<file path="src/rtl/past_history_arbiter_pkg.sv">
// Shared helpers for the past-value history arbiter: width derivation and
// one-hot to index conversion.
package past_hist_pkg;

    function automatic int calc_dly_w(input int depth);
        return $clog2(depth) + 1;
    endfunction

    // Returns the index of the set bit; callers guarantee at most one bit is set.
    function automatic int onehot_to_idx(input logic [31:0] oh);
        int idx;
        idx = 0;
        for (int i = 0; i < 32; i++) begin
            if (oh[i]) idx = i;
        end
        return idx;
    endfunction

endpackage

</file>
<file path="src/rtl/past_history_arbiter_rr_arbiter.sv">
// Combinational round-robin pick: first set bit of i_req_masked at or after
// i_ptr, wrapping modulo NREQ. The pointer register lives in the parent.
module rr_arbiter
    import past_hist_pkg::*;
#(
    parameter  int NREQ  = 4,
    localparam int IDX_W = $clog2(NREQ)
) (
    input  logic [NREQ-1:0]  i_req_masked,
    input  logic [IDX_W-1:0] i_ptr,
    output logic [IDX_W-1:0] o_winner,
    output logic             o_any_valid
);

    logic [NREQ-1:0] w_onehot;

    always_comb begin
        logic           found;
        logic [IDX_W:0] idx_sum;
        w_onehot = '0;
        found    = 1'b0;
        idx_sum  = '0;
        for (int i = 0; i < NREQ; i++) begin
            idx_sum = {1'b0, i_ptr} + (IDX_W+1)'(i);
            if (idx_sum >= (IDX_W+1)'(NREQ)) idx_sum = idx_sum - (IDX_W+1)'(NREQ);
            if (!found && i_req_masked[idx_sum[IDX_W-1:0]]) begin
                w_onehot[idx_sum[IDX_W-1:0]] = 1'b1;
                found = 1'b1;
            end
        end
    end

    assign o_winner    = IDX_W'(onehot_to_idx(32'(w_onehot)));
    assign o_any_valid = |i_req_masked;

endmodule

</file>
<file path="src/rtl/past_history_arbiter.sv">
// Gated history of din with arbitrated "value k enabled samples ago" lookups,
// the synthesizable equivalent of $past(din, k, sample_en).
module past_history_arbiter
    import past_hist_pkg::*;
#(
    parameter  int DATA_W = 4,
    parameter  int DEPTH  = 8,
    parameter  int NREQ   = 4,
    localparam int DLY_W  = calc_dly_w(DEPTH),
    localparam int IDX_W  = $clog2(NREQ)
) (
    input  logic                  clk,
    input  logic                  rst_n,
    input  logic                  sample_en,
    input  logic [DATA_W-1:0]     din,
    input  logic                  flush,
    input  logic [NREQ-1:0]       req,
    input  logic [NREQ*DLY_W-1:0] req_dly,
    output logic [NREQ-1:0]       gnt,
    output logic                  rsp_valid,
    output logic [IDX_W-1:0]      rsp_id,
    output logic [DATA_W-1:0]     rsp_data,
    output logic                  rsp_err,
    output logic [DLY_W-1:0]      fill
);

    localparam int HA_W = $clog2(DEPTH);

    typedef struct packed {
        logic [IDX_W-1:0]  id;
        logic [DATA_W-1:0] data;
        logic              err;
    } rsp_t;

    logic [DATA_W-1:0] r_hist [DEPTH];
    logic [DLY_W-1:0]  r_fill;
    logic [IDX_W-1:0]  r_ptr;
    logic [NREQ-1:0]   r_gnt;
    logic              r_rsp_valid;
    rsp_t              r_rsp;

    logic [NREQ-1:0]  w_req_masked;
    logic [IDX_W-1:0] w_winner;
    logic             w_any;
    logic [DLY_W-1:0] w_dly [NREQ];
    logic [DLY_W-1:0] w_k;
    logic [DLY_W-1:0] w_rd_idx;
    logic             w_k_ok;
    logic [IDX_W-1:0] w_next_ptr;

    // Handshake: req is level-held until gnt; gnt and rsp_* appear one cycle
    // after the winning edge, and the requester must drop req (or change
    // req_dly) in that cycle. The last winner is masked for one cycle.
    assign w_req_masked = req & ~r_gnt;

    rr_arbiter #(.NREQ(NREQ)) u_arb (
        .i_req_masked (w_req_masked),
        .i_ptr        (r_ptr),
        .o_winner     (w_winner),
        .o_any_valid  (w_any)
    );

    always_comb begin
        for (int i = 0; i < NREQ; i++) w_dly[i] = req_dly[i*DLY_W +: DLY_W];
    end

    // Validity uses the pre-edge fill, so a same-edge flush cannot affect it.
    assign w_k        = w_dly[w_winner];
    assign w_k_ok     = (w_k != '0) && (w_k <= r_fill);
    assign w_rd_idx   = w_k - 1'b1;
    assign w_next_ptr = (w_winner == IDX_W'(NREQ-1)) ? '0 : w_winner + 1'b1;

    always_ff @(posedge clk or negedge rst_n) begin
        if (!rst_n) begin
            for (int j = 0; j < DEPTH; j++) r_hist[j] <= '0;
            r_fill <= '0;
        end else begin
            if (sample_en) begin
                r_hist[0] <= din;
                for (int j = 1; j < DEPTH; j++) r_hist[j] <= r_hist[j-1];
                if (flush)                        r_fill <= DLY_W'(1);
                else if (r_fill != DLY_W'(DEPTH)) r_fill <= r_fill + 1'b1;
            end else if (flush) begin
                r_fill <= '0;
            end
        end
    end

    always_ff @(posedge clk or negedge rst_n) begin
        if (!rst_n) begin
            r_ptr       <= '0;
            r_gnt       <= '0;
            r_rsp_valid <= 1'b0;
            r_rsp       <= '0;
        end else if (w_any) begin
            r_ptr       <= w_next_ptr;
            r_gnt       <= NREQ'(1) << w_winner;
            r_rsp_valid <= 1'b1;
            r_rsp.id    <= w_winner;
            r_rsp.data  <= w_k_ok ? r_hist[w_rd_idx[HA_W-1:0]] : '0;
            r_rsp.err   <= ~w_k_ok;
        end else begin
            r_gnt       <= '0;
            r_rsp_valid <= 1'b0;
        end
    end

    assign gnt       = r_gnt;
    assign rsp_valid = r_rsp_valid;
    assign rsp_id    = r_rsp.id;
    assign rsp_data  = r_rsp.data;
    assign rsp_err   = r_rsp.err;
    assign fill      = r_fill;

endmodule
</file>
<file path="config.mk">
export PLATFORM = sky130hd
export DESIGN_NAME = past_history_arbiter
export DESIGN_NICKNAME = d
export VERILOG_FILES = /design/src/rtl/past_history_arbiter_pkg.sv /design/src/rtl/past_history_arbiter_rr_arbiter.sv /design/src/rtl/past_history_arbiter.sv
export SDC_FILE = /design/constraint.sdc
export NUM_CORES = 1
export LEC_CHECK = 0
export ABC_AREA = 1
export BUFFER_PORTS_ARGS = -buffer_cell sky130_fd_sc_hd__buf_2
export CAP_MARGIN = 20
export CORE_MARGIN = 2
export CORE_UTILIZATION = 52
export DETAILED_ROUTE_END_ITERATION = 7
export GPL_TIMING_DRIVEN = 0
export PLACE_DENSITY = 0.76
export SLEW_MARGIN = 20
export SYNTH_ARGS = -nofsm -noshare
export SYNTH_HDL_FRONTEND = slang
export SYNTH_HIERARCHICAL = 1
export SYNTH_SLANG_ARGS = --single-unit
</file>
<file path="constraint.sdc">
create_clock -name clk -period 3.2 [get_ports clk]
set_input_delay 0.48 -clock clk [delete_from_list [all_inputs] [get_ports clk]]
set_output_delay 0.48 -clock clk [all_outputs]
set_load 0.1 [all_outputs]
</file>
==> reports/summary.md <==
The run finished with clean final reports. Critical path arrival: 3.37 ns. After detailed routing, the number of vias per cell comes to 5.35.

The DRC violation count after routing came out at 0. Setup repair after global routing could not meet its margin everywhere. The count of input and output buffers was 43. In the synthesized netlist the async set-or-reset flop fraction comes to 100%.

STA puts the critical path data required time at 3.45 ns. For the pin with the worst max-slew slack, the measured transition is 0.628 ns. After floorplanning, the core was sized to cover 5570 µm². The final layout contains 509 nets. Leading area contributor after synthesis: sky130_fd_sc_hd__dfrtp_1. In the final layout, the share of cells above drive strength 1 is 28.0%. Startpoint of the worst setup timing path: r_ptr[0].

Once detailed placement completed, the half-perimeter wirelength came to 4.84 mm. The first detailed-routing pass ran for 4 iterations. Counting every sink on the clock net gives 50.

The H-tree was split into 2 levels. Summing the areas of all compound-gate instances in the mapped netlist gives 8.88% of the synthesized area. In the synthesized netlist the dominant register cell turns out to be sky130_fd_sc_hd__dfrtp_1. During synthesis, Yosys emitted a total of 6 warnings.

Clock skew on the completed layout was measured at 0.00727 ns. Setup slack on the worst reg-to-reg path comes out at 0.08 ns. 0 antenna diodes ended up in the layout.

The run gives 0.175 ns as the worst hold-check slack. The synthesis-stage register bit count is 50. The hold violation total from the final report was 0; the row count was 27. The tools report the endpoint class of the critical path as a flip-flop.

Dominant combinational cell family by area after synthesis: simple AND/OR/NAND/NOR gates. Measured against its own limit, the worst slew margin works out to 58.1%. Counting flops with a built-in enable in the synthesized netlist gives 0. In this run the mean area of a mapped cell was 7.57 µm².

The remaining number of nets flagged by the antenna check after routing is 0. In this run the cell area of the synthesized design comes to 3040 µm². The first-pass GRT wire length is 11.9 mm. The die is 80.5 µm tall. The tools report the library cell used as clock root buffer as sky130_fd_sc_hd__clkbuf_8. Compared with the post-synthesis result, the final layout area differs by 24.4%. The logic depth of the worst register-to-register path is 24. For the via count of the first global-routing pass, the log shows 2675. The run gives 29 as the count of unique library cells instantiated by Yosys.

The critical path's slowest cell is sky130_fd_sc_hd__dfrtp_2. TritonCTS built the clock tree. At the end of routability-driven placement, the weighted congestion stood at 0.860. In this run the critical register-to-register path is captured at rsp_data[1].

After Yosys synthesis, full adders, half adders and majority gates account for 7.40% of the synthesized area. Combined flip-flop and latch cell area: 1260 µm². The tools report the kind of start point of the critical path as a flip-flop. The register clock-pin slew on the reported worst setup and hold paths works out to 0.09 ns. The tool flagged a number of max-cap violations equal to 0. The worst-path maximum fanout was 6; the initial core utilization was 54.6%. The run gives 320 MHz as the maximum clock frequency.

The final-report max-slew violation count is 0, and the area used by multi-input combinational logic is 1670 µm². After detailed routing, the average wire length per cell comes to 13.9 µm. The total die area was 6480 µm²; the setup violation total in the final timing report was 0.

The logs give 5 for the number of buffers inserted during clock tree synthesis and 23.8% for the overall routing resource usage. The critical setup path kind was reg2reg. In the synthesized netlist, the number of instances is 402. Ranked by total cell area, the synthesized netlist is headed by sky130_fd_sc_hd__dfrtp_1, sky130_fd_sc_hd__nand2_1, sky130_fd_sc_hd__nand3_1, sky130_fd_sc_hd__ha_1, sky130_fd_sc_hd__inv_1.

Of the total synthesized cell area, the portion taken by XOR and XNOR cells is 0%. The worst min-delay path category was in2async. The run gives 0 as the total congestion overflow. The share of the clock period used by the worst path works out to 97.6%. Counting the fill cells in the layout gives 473.

Overall die width: 80.5 µm. The longest clock path from root to sink contains 2 buffers. Summing the areas of all and, or, nand and nor instances in the mapped netlist gives 32.0% of the synthesized area.

Summing the sequential cell areas from Yosys gives 41.1% of the chip area. The first routing iteration left 207 violations. The routed layout has 2869 vias. Entering global routing, the biggest net connects 51 pins. The run gives 67.9% as the share of the core filled with cells. The fraction of post-synthesis cell area in the top cell type by area is 41.1%.

Walking the worst path, the cells encountered are clkinv_4, ha_4, inv_4, nand3_1, nand2_2, nand3_1, nand2_1, clkinv_1, nand2_2, nor2_4, nand2_2, nand2_4, buf_12, clkinv_8, nand2_1, a32oi_2, ha_1, a21oi_2, o21ai_1, nand2_1, nand2_2, nor2_4, nand3_2, nand2_1. By count the netlist is led by sky130_fd_sc_hd__nand2_1, sky130_fd_sc_hd__nand3_1, sky130_fd_sc_hd__inv_1. The tools report the launch instance of the worst register-to-register path as r_ptr[0]. The multiplexer share of the synthesized area is 0%, and the final critical delay including setup and external delays is 3.12 ns. The run gives 7.46 mm as the total wire length after detailed routing. The most numerous cell in the Yosys netlist was sky130_fd_sc_hd__nand2_1.

Delay of the slowest cell on the worst path: 0.41 ns. The number of nets in the synthesized netlist is 448. The clock latency reported for the late side of the worst-skew pair was 0.31 ns; the number of antenna violations at the first check in global routing was 0. Pin placement for this block handled 44 I/O pins.
==> kinds of logic after synthesis <==
family / count (synthesis)
simple gates: 205
buf+inv: 78
compound gates: 51
flops: 50
fa+ha+maj: 18
==> placed cells by master, fill, tap and decap left out, drive strengths merged <==
cell type / Yosys / layout
nand2: 114 / 114
nand3: 70 / 70
inv: 63 / 61
buf: 4 / 57
dfrtp: 50 / 50
o21ai: 42 / 42
ha: 18 / 18
clkbuf: 10 / 17
nor2: 16 / 16
a21oi: 5 / 5
clkinv: 1 / 4
nand4: 2 / 2
a32oi: 1 / 1
a21o: 1 / 1
o211ai: 1 / 1
o31ai: 1 / 1
bufinv: 0 / 1
nor3: 1 / 1
nand3b: 1 / 1
nor3b: 1 / 1
==> critical path, delay by kind of cell (launching register included) <==
family / cells / cell delay (ns)
AND/OR/NAND/NOR: 14 / 1.21
adder cells (fa/ha/maj): 2 / 0.56
AO/OA/AOI/OAI: 3 / 0.43
buffers and inverters: 5 / 0.42
flip-flops: 1 / 0.41
==> routing by layer <==
| layer | up-vias | GRT usage, % | share of wire, % |
|---|---|---|---|
| met2 | 92 | 39.5 | 48 |
| met5 | - | 0 | 0 |
| li1 | 1402 | - | - |
| met1 | 1361 | 31.2 | 44 |
| met3 | 14 | 4.27 | 6.1 |
| met4 | 0 | 8.47 | 1.5 |
==> repair_timing <==
action | in CTS | in global routing
setup endpoints to repair | 5 | 5
setup buffers | 8 | 2
cloned | 1 | 1
gates resized for setup | 25 | 39
hold endpoints to repair | 0 | 0
pin swaps | 13 | 24
hold buffers | 0 | 0
==> through the flow <==
stage               setup WS [ns]  cells  instance area, µm²  TNS, ns
floorplan                  0.0679    402                3060        0
global placement           -0.498    517                3360    -2.16
detailed placement         -0.541    517                3360    -2.44
CTS                       0.00391    534                3620        0
global route              -0.0981    536                3790   -0.346
finish                     0.0758    536                3790        0
==> sequential cells by signal, summed over array words and instances, names as in the netlist <==
name,cells
r_hist,32
rsp_valid,1
rsp_data,4
rsp_err,1
gnt,4
r_ptr,2
rsp_id,2
fill,4
==> how the worst max path moves through the flow <==
stage          slack [ns]          end  cells after the start
3_5_place_dp        -0.54  rsp_data[2]                     25
2_1_floorplan        0.07  rsp_data[0]                     23
6_report             0.08  rsp_data[1]                     24
3_3_place_gp        -0.50  rsp_data[2]                     22
5_1_grt              -0.1  rsp_data[1]                     23
4_1_cts             0.004  rsp_data[1]                     22
==> layout make-up <==
type	count	share of cell area, %
clock buffer	7	2.02
tap	72	2.38
timing repair inverter	1	0.231
clock inverter	1	0.793
sequential	50	33.3
inverter	64	7.20
timing repair buffer	54	8.06
multi-input combinational	274	44.0
buffer	13	2.02
Power is left out: the tool's default activity adds up to more than one toggle a clock period on the data nets, which glitch-free logic cannot reach.
